### src/rtl/operand_sequencer_if.sv
// Operand sequencer bus: switch/button/clear inputs, captured operand pair and handshake.
// master = the sequencer itself, slave = the environment driving switches and consuming operands.
interface operand_sequencer_if #(
  parameter int N = 4
);
  logic [N-1:0] sw;
  logic         load_btn;
  logic         clear;
  logic [N-1:0] a;
  logic [N-1:0] b;
  logic         op_valid;
  logic         op_ready;
  logic [1:0]   state;
  logic [7:0]   op_count;

  modport master (
    input  sw, load_btn, clear, op_ready,
    output a, b, op_valid, state, op_count
  );

  modport slave (
    output sw, load_btn, clear, op_ready,
    input  a, b, op_valid, state, op_count
  );
endinterface

### src/rtl/operand_sequencer.sv
// Captures two operands from switches on successive button presses and hands the pair downstream.
// Optional button debouncing is enabled by defining OPSEQ_DEBOUNCE_EN (stability count DEB_CYCLES).
module operand_sequencer #(
  parameter int N          = 4,
  parameter int DEB_CYCLES = 4
) (
  input  logic                 clk,
  input  logic                 rst_n,
  operand_sequencer_if.master  bus
);

  typedef enum logic [1:0] {
    WAIT_A  = 2'b00,
    WAIT_B  = 2'b01,
    VALID   = 2'b10,
    ILLEGAL = 2'b11
  } state_t;

  state_t       state_q, state_d;
  logic [N-1:0] a_q, a_d;
  logic [N-1:0] b_q, b_d;
  logic         op_valid_q, op_valid_d;
  logic [7:0]   op_count_q, op_count_d;
  logic         load_q, load_d;
  logic         load_evt;

`ifdef OPSEQ_DEBOUNCE_EN
  localparam int CW = $clog2(DEB_CYCLES + 1);

  logic [CW-1:0] deb_cnt_q, deb_cnt_d;

  // load_q holds the debounced level; it only flips after DEB_CYCLES disagreeing samples
  always_comb begin
    deb_cnt_d = '0;
    load_d    = load_q;
    load_evt  = 1'b0;
    if (bus.load_btn != load_q) begin
      if (deb_cnt_q == CW'(DEB_CYCLES - 1)) begin
        load_d   = bus.load_btn;
        load_evt = bus.load_btn;
      end else begin
        deb_cnt_d = deb_cnt_q + 1'b1;
      end
    end
  end

  always_ff @(posedge clk or negedge rst_n) begin
    if (!rst_n) begin
      deb_cnt_q <= '0;
    end else begin
      deb_cnt_q <= deb_cnt_d;
    end
  end
`else
  logic rel_q;

  // rel_q masks the first edge after reset so a button held through reset is not a press
  always_comb begin
    load_d   = bus.load_btn;
    load_evt = bus.load_btn & ~load_q & rel_q;
  end

  always_ff @(posedge clk or negedge rst_n) begin
    if (!rst_n) begin
      rel_q <= 1'b0;
    end else begin
      rel_q <= 1'b1;
    end
  end
`endif

  always_comb begin
    state_d    = state_q;
    a_d        = a_q;
    b_d        = b_q;
    op_count_d = op_count_q;
    if (bus.clear) begin
      state_d = WAIT_A;
      a_d     = '0;
      b_d     = '0;
    end else begin
      case (state_q)
        WAIT_A: begin
          if (load_evt) begin
            a_d     = bus.sw;
            state_d = WAIT_B;
          end
        end
        WAIT_B: begin
          if (load_evt) begin
            b_d     = bus.sw;
            state_d = VALID;
          end
        end
        VALID: begin
          if (op_valid_q && bus.op_ready) begin
            op_count_d = op_count_q + 8'd1;
            state_d    = WAIT_A;
          end
        end
        default: state_d = WAIT_A;
      endcase
    end
    op_valid_d = (state_d == VALID);
  end

  always_ff @(posedge clk or negedge rst_n) begin
    if (!rst_n) begin
      state_q    <= WAIT_A;
      a_q        <= '0;
      b_q        <= '0;
      op_valid_q <= 1'b0;
      op_count_q <= 8'd0;
      load_q     <= 1'b0;
    end else begin
      state_q    <= state_d;
      a_q        <= a_d;
      b_q        <= b_d;
      op_valid_q <= op_valid_d;
      op_count_q <= op_count_d;
      load_q     <= load_d;
    end
  end

  assign bus.a        = a_q;
  assign bus.b        = b_q;
  assign bus.op_valid = op_valid_q;
  assign bus.state    = state_q;
  assign bus.op_count = op_count_q;

endmodule

### src/flat_wrapper.sv
// flat-port wrapper written by rule: the top's interface ports become plain ports
module operand_sequencer_flat 
#(
  parameter int N          = 4,
  parameter int DEB_CYCLES = 4
)
  (clk, rst_n, bus_sw, bus_load_btn, bus_clear, bus_op_ready, bus_a, bus_b, bus_op_valid, bus_state, bus_op_count);
  operand_sequencer_if #(.N(N)) bus_i ();
  input  logic clk;
  input  logic rst_n;
  input wire logic [$bits(bus_i.sw)-1:0] bus_sw;
  input wire logic [$bits(bus_i.load_btn)-1:0] bus_load_btn;
  input wire logic [$bits(bus_i.clear)-1:0] bus_clear;
  input wire logic [$bits(bus_i.op_ready)-1:0] bus_op_ready;
  output wire logic [$bits(bus_i.a)-1:0] bus_a;
  output wire logic [$bits(bus_i.b)-1:0] bus_b;
  output wire logic [$bits(bus_i.op_valid)-1:0] bus_op_valid;
  output wire logic [$bits(bus_i.state)-1:0] bus_state;
  output wire logic [$bits(bus_i.op_count)-1:0] bus_op_count;
  assign bus_i.sw = bus_sw;
  assign bus_i.load_btn = bus_load_btn;
  assign bus_i.clear = bus_clear;
  assign bus_i.op_ready = bus_op_ready;
  assign bus_a = bus_i.a;
  assign bus_b = bus_i.b;
  assign bus_op_valid = bus_i.op_valid;
  assign bus_state = bus_i.state;
  assign bus_op_count = bus_i.op_count;
  operand_sequencer #(.N(N), .DEB_CYCLES(DEB_CYCLES)) u_core (.clk(clk), .rst_n(rst_n), .bus(bus_i));
endmodule
### config.mk
export PLATFORM = sky130hd
export DESIGN_NAME = operand_sequencer_flat
export DESIGN_NICKNAME = d
export VERILOG_FILES = /design/src/rtl/operand_sequencer_if.sv /design/src/rtl/operand_sequencer.sv /design/src/flat_wrapper.sv
export SDC_FILE = /design/constraint.sdc
export NUM_CORES = 1
export LEC_CHECK = 0
export ABC_AREA = 0
export CORE_UTILIZATION = 49
export DETAILED_ROUTE_END_ITERATION = 6
export PLACE_DENSITY = 0.94
export SYNTH_ARGS = -nofsm -noshare
export SYNTH_HDL_FRONTEND = slang
export SYNTH_SLANG_ARGS = --single-unit
### constraint.sdc
create_clock -name clk -period 3.5 [get_ports clk]
set_clock_uncertainty 0.1 [all_clocks]
set_input_delay 0.35 -clock clk [delete_from_list [all_inputs] [get_ports clk]]
set_output_delay 0.35 -clock clk [all_outputs]
set_load 0.01 [all_outputs]
==> run metrics <==
worst r2r dst u_core.bus.op_count[1]; pin slew with the least headroom to its limit around 0.90 ns; sw frac between 20% and 30%; Synth Area per Inst between 10 and 15 um^2; first-pass GRT wire length 2960 um; detailed-route wire length per cell between 15 and 20 um; Post-synth EDFFs 0; most common cell after layout, fill and taps aside clkdlybuf4s50_1; clock buffer depth 2; via count roughly 710; number of port buffers 27; RR Startpoint u_core.bus.state[0]; mean number of vias per cell 5.51; Max Fanout on Critical Path 20; Initial Util between 50% and 60%; Final Instance Count excl. Fillers 129; most frequent cells in the layout clkdlybuf4s50_1 (27), dfrtp_1 (21), nand2b_1 (12); worst hold slack between 0.3 and 0.4 ns; fmax roughly 0.55 GHz; post-cts sizing count 0; area grow syn2layout 32.7%; initial drt markers 23; TNS Setup 0 ns; Startpoint Class input port; max-slew violation count 0; CP arrival around 2 ns; Worst Path Class, Setup input port to flip-flop; Mapped Cells 76; post-route ant nets 0; Tot GR Track Use between 20% and 30%; clock group share of total power 28.3%; Critical Path RT between 3 and 4 ns; Worst R2R Path Depth 3; Final setup viols 0; CTS Sinks 21; Gate power share under 10%; Hold Fails Final Rpt 0; CTS buffer count 3; largest net degree at the start of global routing 22; IO Pins 28; fill cell count 116; share of cells above drive strength 1 under 10%; peak supply drop between 0.2 and 0.3 mV; Hold Crit Class flip-flop to flip-flop; hold_sp u_core.bus.op_count[7]; synth warn 0; leakage power 0.614 nW; Total Wirelength 1960 um; number of post-CTS setup repair buffers 0; Main synth FF type dfrtp_1; RSZ-0062 raised after global routing no; Worst-Skew Late Latency ~0.29 ns; Final Critical Period about 1.8 ns; NetSw around 0.089 mW; worst reg2reg setup slack 2.00 ns; gpl congestion roughly 0.7; register bit total from synthesis 21; CTS root buf clkbuf_4; Core ar. approximately 1800 um^2; final net count approximately 120; Flop pwr share between 60% and 70%; Period Utilization, post-route 52.1%; hold path endpoint u_core.bus.op_count[7]; vias in the first global route between 600 and 700; WHS Path Cells 1; gr ovfl total 0; number of cell rows 15; Horiz. Die Dim 46.3 um; hpwl dp roughly 1500 um; Die ar. between 2000 and 2500 um^2; Critical Path End Type flip-flop; Synth cell types 22; CTS tree yes; Die Ht between 40 and 50 um; # diodes 0; Post-Syn Area between 900 and 1000 um^2; drt pass-1 iters 4; Internal Power 0.311 mW; maxcap violations 0; Post-Syn Nets 86; Power Density approximately 310 nW/um^2; clock-pin slew on the worst setup and hold paths roughly 0.11 ns; sequential area share after synthesis roughly 55%; cts hold-fix bufs 0; Cells after DPL 125; initial antenna violation count 0; asr flop ratio synth between 90% and 100%; H-tree levels 1; status finished clean; relative max-transition margin 39.6%; Post-route DRC 0
## layer usage
| layer | track usage, % | vias to the layer above | part of all wire, % |
|---|---|---|---|
| li1 | - | 319 | - |
| met1 | 24.6 | 353 | 40 |
| met2 | 33.1 | 35 | 53 |
| met3 | 6.27 | 4 | 5.5 |
| met4 | 11.8 | 0 | 1.6 |
| met5 | 0 | - | 0 |
## worst max-delay path, stage by stage
cell             delay (ns)
clkdlybuf4s50_1        0.70
nand4b_1               0.39
nor3_1                 0.32
xor2_1                 0.18
## cell type report
type | count | area [um^2] | share of cell area (%)
tap | 25 | 31.3 | 2.45
multi-input combinational | 52 | 425 | 33.3
timing repair buffer | 27 | 270 | 21.1
sequential | 21 | 526 | 41.1
clock buffer | 4 | 26.3 | 2.05
## registers in the layout (all words and copies together) (netlist names)
register	cells
u_core.bus.a	4
u_core.bus.b	4
u_core.bus.op_count	8
u_core.bus.op_valid	1
u_core.bus.state	2
u_core.load_q	1
u_core.rel_q	1
## metrics by stage
| step | cell area (um^2) | util (%) | worst slack, ns | power, mW |
|---|---|---|---|---|
| after global placement | 1250 | 70.2 | 1.56 | 0.290 |
| after global routing | 1280 | 71.7 | 1.60 | 0.420 |
| after CTS | 1280 | 71.7 | 1.68 | 0.404 |
| after detailed placement | 1250 | 70.2 | 1.42 | 0.292 |
| after floorplan | 963 | - | 2.09 | 0.269 |
| final | 1280 | 71.7 | 1.68 | 0.400 |
## Yosys cell counts, types with 2 or more instances
cell | instances | share of area, %
clkbuf_1 | 2 | 0.78
nand2_1 | 3 | 1.2
nand2b_1 | 12 | 7.8
nand4_1 | 2 | 1.3
nor4b_2 | 2 | 3.1
xor2_1 | 8 | 7.3
dfrtp_1 | 21 | 55
mux2i_1 | 8 | 8.3
nor3_1 | 3 | 1.6
a21oi_1 | 2 | 1.0
nor2_1 | 2 | 0.78
## power by group through the flow
stage / Combinational (mW) / Sequential [mW] / Clock [mW]
3_5_place_dp: 0.0370 / 0.255 / 0
4_1_cts: 0.0372 / 0.250 / 0.117
5_1_grt: 0.0400 / 0.251 / 0.130
6_report: 0.0367 / 0.250 / 0.113
2_1_floorplan: 0.0133 / 0.256 / 0
3_3_place_gp: 0.0358 / 0.254 / 0
## how the worst max path moves through the flow
| stage | start | depth (start not counted) | to |
|---|---|---|---|
| 2_1_floorplan | u_core.bus.state[0] | 3 | u_core.bus.op_count[1] |
| 3_3_place_gp | bus_clear | 4 | u_core.bus.op_count[7] |
| 3_5_place_dp | bus_clear | 4 | u_core.bus.op_count[7] |
| 4_1_cts | u_core.bus.state[1] | 1 | bus_state[1] |
| 5_1_grt | u_core.bus.state[1] | 1 | bus_state[1] |
| 6_report | bus_clear | 4 | u_core.bus.op_count[7] |
## logic make-up (layout without fill, tap and decap cells)
logic type	after synthesis	in the layout	share of synthesized area (%)
flip-flops	21	21	54.5
AND/OR/NAND/NOR	31	31	24.7
other	1	1	0.389
AO/OA/AOI/OAI	2	2	1.04
buffers and inverters	3	31	1.30
adder cells (fa/ha/maj)	1	1	1.30
XOR/XNOR	8	8	7.27
multiplexers	9	9	9.48
(Power assumes the default switching activity.)
